<file path="src/rtl/carry_select_adder_pkg.sv">
// Shared defaults for the carry-select adder slice.
package carry_select_adder_pkg;

    localparam int unsigned CsaDefaultWidth = 4;
    localparam int unsigned CsaDefaultBlock = 2;

endpackage

</file>
<file path="src/rtl/csa_ripple_block.sv">
// Parameterised ripple-carry adder used as the building block of the carry-select adder.
module csa_ripple_block #(
    parameter int unsigned W = 2
) (
    input  logic [W-1:0] a,
    input  logic [W-1:0] b,
    input  logic         cin,
    output logic [W-1:0] sum,
    output logic         cout
);

    logic [W:0] c;

    always_comb begin
        c    = '0;
        sum  = '0;
        c[0] = cin;
        for (int i = 0; i < W; i++) begin
            sum[i]  = a[i] ^ b[i] ^ c[i];
            c[i+1]  = (a[i] & b[i]) | (c[i] & (a[i] ^ b[i]));
        end
    end

    assign cout = c[W];

endmodule

</file>
<file path="src/rtl/carry_select_adder.sv">
// Carry-select adder with registered sum/carry: block 0 ripples from cin, each higher
// block precomputes both carry-in cases and muxes on the previous block's carry.
module carry_select_adder
    import carry_select_adder_pkg::*;
#(
    parameter int unsigned WIDTH = CsaDefaultWidth,
    parameter int unsigned BLOCK = CsaDefaultBlock
) (
    input  logic             clk,
    input  logic             rst,
    input  logic [WIDTH-1:0] a,
    input  logic [WIDTH-1:0] b,
    input  logic             cin,
    output logic [WIDTH-1:0] sum,
    output logic             carry
);

    localparam int unsigned NumBlk = WIDTH / BLOCK;

    if (WIDTH < 2 || BLOCK == 0 || (WIDTH % BLOCK) != 0) begin : gen_param_check
        $error("carry_select_adder: WIDTH must be >= 2 and a multiple of BLOCK");
    end

    // Unpacked so each block-boundary carry is its own net.
    logic             c [NumBlk+1];
    logic [WIDTH-1:0] sum_d;
    logic [WIDTH-1:0] sum_q;
    logic             carry_q;

    assign c[0] = cin;

    csa_ripple_block #(
        .W (BLOCK)
    ) u_blk0 (
        .a    (a[BLOCK-1:0]),
        .b    (b[BLOCK-1:0]),
        .cin  (c[0]),
        .sum  (sum_d[BLOCK-1:0]),
        .cout (c[1])
    );

    for (genvar k = 1; k < NumBlk; k++) begin : gen_blk
        logic [BLOCK-1:0] s0, s1;
        logic             co0, co1;

        csa_ripple_block #(
            .W (BLOCK)
        ) u_rc0 (
            .a    (a[k*BLOCK +: BLOCK]),
            .b    (b[k*BLOCK +: BLOCK]),
            .cin  (1'b0),
            .sum  (s0),
            .cout (co0)
        );

        csa_ripple_block #(
            .W (BLOCK)
        ) u_rc1 (
            .a    (a[k*BLOCK +: BLOCK]),
            .b    (b[k*BLOCK +: BLOCK]),
            .cin  (1'b1),
            .sum  (s1),
            .cout (co1)
        );

        assign sum_d[k*BLOCK +: BLOCK] = c[k] ? s1 : s0;
        assign c[k+1]                  = c[k] ? co1 : co0;
    end

    always_ff @(posedge clk) begin
        if (rst) begin
            sum_q   <= '0;
            carry_q <= 1'b0;
        end else begin
            sum_q   <= sum_d;
            carry_q <= c[NumBlk];
        end
    end

    assign sum   = sum_q;
    assign carry = carry_q;

endmodule

</file>
<file path="config.mk">
export PLATFORM = sky130hd
export DESIGN_NAME = carry_select_adder
export DESIGN_NICKNAME = d
export VERILOG_FILES = /design/src/rtl/carry_select_adder_pkg.sv /design/src/rtl/csa_ripple_block.sv /design/src/rtl/carry_select_adder.sv
export SDC_FILE = /design/constraint.sdc
export NUM_CORES = 1
export LEC_CHECK = 0
export CAP_MARGIN = 20
export CORE_AREA = 8 8 45 47
export CTS_BUF_LIST = sky130_fd_sc_hd__clkbuf_16
export DETAILED_ROUTE_END_ITERATION = 6
export DIE_AREA = 0 0 53 55
export GPL_TIMING_DRIVEN = 0
export PLACE_DENSITY = 0.53
export SLEW_MARGIN = 30
export SYNTH_ARGS = -nofsm -noshare
export SYNTH_HDL_FRONTEND = slang
export SYNTH_SLANG_ARGS = --single-unit
</file>
<file path="constraint.sdc">
create_clock -name clk -period 4.05 [get_ports clk]
set_clock_uncertainty 0.2 [all_clocks]
set_input_delay 0.81 -clock clk [delete_from_list [all_inputs] [get_ports clk]]
set_output_delay 0.81 -clock clk [all_outputs]
set_load 0.01 [all_outputs]
</file>
==> impl_metrics.prom <==
# TYPE chip_impl_metric gauge
chip_impl_info{name="status",value="completed"} 1
chip_impl_metric{name="boundaryPins",unit=""} 16
chip_impl_metric{name="postSynthCellCount",unit=""} 26
chip_impl_metric{name="totalWireLength",unit="µm"} 544
chip_impl_metric{name="cts.clk_slew.worst_paths",unit="ns"} 0.03
chip_impl_metric{name="ctsLongestPathBuffers",unit=""} 2
chip_impl_metric{name="dpl_cell_area",unit="µm²"} 424
chip_impl_info{name="critical_path.top_delay_family",value="adder cells"} 1
chip_impl_metric{name="starting_drc_count_in_detailed_routing",unit=""} 1
chip_impl_metric{name="routed_wl_per_cell",unit="µm"} 8.92
chip_impl_metric{name="globalRouteTotalUtil",unit="%"} 4.17
chip_impl_metric{name="floorplan.initialDensity",unit="%"} 18.4
chip_impl_info{name="synth_area_leader_cell",value="dfxtp_1"} 1
chip_impl_metric{name="required",unit="ns"} 3.96
chip_impl_info{name="post_synth_most_frequent_cells",value="inv_1 (8), dfxtp_1 (5), nor2_1 (4)"} 1
chip_impl_metric{name="overflow_after_grt",unit=""} 0
chip_impl_metric{name="async_reset_ff_share",unit="%"} 0
chip_impl_metric{name="cts_hold_repair.buffers",unit=""} 0
chip_impl_metric{name="detailroute.via_count",unit=""} 213
chip_impl_metric{name="core_area",unit="µm²"} 1380
chip_impl_metric{name="post_cts.resized_instances",unit=""} 0
chip_impl_metric{name="worst_ep_arrival_time",unit="ns"} 2.68
chip_impl_metric{name="synth_top_cell_area_share",unit="%"} 39.4
chip_impl_metric{name="maxClockFrequency",unit="GHz"} 0.360
chip_impl_metric{name="wire_length_of_the_first_global_routing_pass",unit="µm"} 793
chip_impl_metric{name="max-slew-margin-rel",unit="%"} 85.5
chip_impl_info{name="maxUsedRoutingLayer",value="met4"} 1
chip_impl_metric{name="synth_warnings",unit=""} 0
chip_impl_metric{name="fp.dieW",unit="µm"} 53
chip_impl_metric{name="ys_ff_latch",unit=""} 5
chip_impl_info{name="grt_setup_unrepaired",value="no"} 1
chip_impl_metric{name="syn_nets",unit=""} 42
chip_impl_metric{name="post_synthesis_to_final_layout_area_growth",unit="%"} 98.0
chip_impl_metric{name="wl_met2",unit="µm"} 288
chip_impl_metric{name="cts_inserted_buffers",unit=""} 3
chip_impl_metric{name="drtAntennaViolNets",unit=""} 0
chip_impl_metric{name="finalInstanceArea",unit="µm²"} 503
chip_impl_metric{name="seq_area_frac_synth",unit="%"} 39.4
chip_impl_metric{name="route.detailed.drc",unit=""} 0
chip_impl_info{name="startpoint",value="a[0]"} 1
chip_impl_metric{name="slew_at_the_pin_with_the_worst_max_slew_slack",unit="ns"} 0.215
chip_impl_metric{name="path_depth",unit=""} 8
chip_impl_info{name="crit_path_frequent_cell",value="fa_1"} 1
chip_impl_metric{name="overall_die_area",unit="µm²"} 2920
chip_impl_metric{name="design.final.nets",unit=""} 62
chip_impl_metric{name="max_cap_violations",unit=""} 0
chip_impl_metric{name="numPortBuffers",unit=""} 15
chip_impl_metric{name="gpl.final_weighted_congestion",unit=""} 0.600
chip_impl_metric{name="drt_first_pass_iters",unit=""} 2
chip_impl_metric{name="post_route_cells_drive_above_1_share",unit="%"} 6.67
chip_impl_metric{name="total_leakage_power",unit="nW"} 0.236
chip_impl_metric{name="fin_total_pwr",unit="mW"} 0.254
chip_impl_metric{name="critPathBufInv",unit=""} 3
chip_impl_metric{name="setup_total_negative_slack",unit="ns"} 0
chip_impl_metric{name="largest_net_degree_at_the_start_of_global_routing",unit=""} 6
chip_impl_metric{name="routed_vias_inst",unit=""} 3.49
chip_impl_info{name="yosysMostFrequentCell",value="inv_1"} 1
chip_impl_metric{name="post-route-period-util",unit="%"} 68.5
chip_impl_metric{name="synthesis.area_per_instance",unit="µm²"} 9.77
chip_impl_info{name="tritoncts",value="done"} 1
chip_impl_info{name="critPathKind",value="in2reg"} 1
chip_impl_info{name="slowest_cell_on_the_critical_path",value="fa_1"} 1
chip_impl_metric{name="netlist-cell-type-count",unit=""} 9
chip_impl_info{name="synth.area.top_cells",value="dfxtp_1 (39%), fa_1 (24%), inv_1 (12%), ha_1 (9.9%), nor2_1 (5.9%)"} 1
chip_impl_metric{name="synth_edf_count",unit=""} 0
chip_impl_metric{name="final_cells",unit=""} 61
chip_impl_metric{name="netlist_area",unit="µm²"} 254
chip_impl_metric{name="first_global_vias",unit=""} 233
chip_impl_metric{name="total_half_perimeter_wirelength_after_legalization_and_detailed_placement",unit="µm"} 457
chip_impl_metric{name="power.density_cell_area",unit="nW/µm²"} 504
chip_impl_metric{name="die_height",unit="µm"} 55
chip_impl_metric{name="met3_length",unit="µm"} 65
chip_impl_metric{name="cts_setup_buffers",unit=""} 0
chip_impl_metric{name="antennaDiodeCount",unit=""} 0
chip_impl_metric{name="setup-violations-final",unit=""} 0
chip_impl_info{name="hold_class",value="in2reg"} 1
chip_impl_metric{name="drv_slew",unit=""} 0
chip_impl_info{name="end_kind",value="flop"} 1
chip_impl_info{name="ys_dominant_reg_cell",value="dfxtp_1"} 1
chip_impl_metric{name="count_of_h_tree_levels_built_during_cts",unit=""} 1
chip_impl_metric{name="placed_cells_incl_taps",unit=""} 57
chip_impl_info{name="endpoint",value="sum[3]$_SDFF_PP0_"} 1
chip_impl_metric{name="max_stage_delay",unit="ns"} 0.49
chip_impl_info{name="clock_tree.root_cell",value="clkbuf_16"} 1
chip_impl_metric{name="power.ir.vdd_worst",unit="µV"} 108
chip_impl_info{name="start_kind",value="input pin"} 1
chip_impl_metric{name="routed_metal_1_wirelength",unit="µm"} 176
chip_impl_metric{name="path_max_fanout",unit=""} 3
chip_impl_metric{name="number_of_antenna_violations_at_the_first_check_in_global_routing",unit=""} 0
chip_impl_metric{name="finalHoldViolations",unit=""} 0
chip_impl_metric{name="cts.sinks",unit=""} 5
chip_impl_metric{name="fin_crit",unit="ns"} 2.77
chip_impl_info{name="timing.critical_path.cells",value="clkdlybuf4s50_1, inv_1, fa_1, inv_1, fa_1, o21ai_0, fa_1, nor2_1"} 1
chip_impl_metric{name="rows",unit=""} 14
==> layout make-up <==
type	instances	area, µm²
well taps	16	20.0
clock buffers	3	75.1
inverters	8	30.0
repair buffers	15	150
clock inverters	1	3.75
multi-input cells	13	124
fillers	150	881
flip-flops and latches	5	100
==> placed cells by master (no fill, tap or decap) <==
master | netlist | routed
ha_1 | 2 | 2
o21ai_0 | 1 | 1
clkbuf_16 | 0 | 3
nor2_1 | 4 | 4
nor2b_1 | 1 | 1
dfxtp_1 | 5 | 5
inv_1 | 8 | 9
fa_1 | 3 | 3
clkdlybuf4s50_1 | 0 | 15
xnor2_1 | 1 | 1
nand2_1 | 1 | 1
==> state kept, by name, indices dropped and copies added (netlist names) <==
name	flops
carry	1
sum	4
==> power by group <==
part	total [mW]	internal [mW]	switching [mW]	leakage [nW]
combinational	0.0392	0.0247	0.0145	0.152
clock	0.158	0.128	0.0301	0.0423
sequential	0.0568	0.0553	0.00143	0.0417
==> cell families after synthesis <==
logic type,count (synthesis),share of synthesized area [%]
xor gates and xnor gates,1,3.45
AOI/OAI and AO/OA,1,1.97
DFF,5,39.4
adders and majority gates,5,33.5
buffers and inverters,8,11.8
and+or+nand+nor,6,9.85
==> per-layer routing <==
layer | up-vias | GRT usage (%)
met5 | - | 0
met3 | 2 | 1.60
met2 | 12 | 6.05
met1 | 89 | 3.24
met4 | 0 | 7.76
li1 | 110 | -
==> how the worst min path moves through the flow <==
stage	cells past startpoint	endpoint	startpoint	slack [ns]
after detailed placement	2	carry$_SDFF_PP0_	rst	1.24
after floorplan	1	carry$_SDFF_PP0_	rst	0.68
after global routing	2	sum[1]$_SDFF_PP0_	rst	1.04
after global placement	2	sum[0]$_SDFF_PP0_	rst	1.24
final	2	carry$_SDFF_PP0_	rst	1.0
after CTS	2	carry$_SDFF_PP0_	rst	1.01
==> stage by stage <==
step	worst slack, ns	util, %	hold WS (ns)
global placement	1.06	30.7	1.24
floorplan	1.60	-	0.677
CTS	1.27	36.3	1.01
global route	1.14	36.3	1.04
finish	1.28	36.3	0.997
detailed placement	1.04	30.7	1.24
Power figures use the tool's default switching activity.
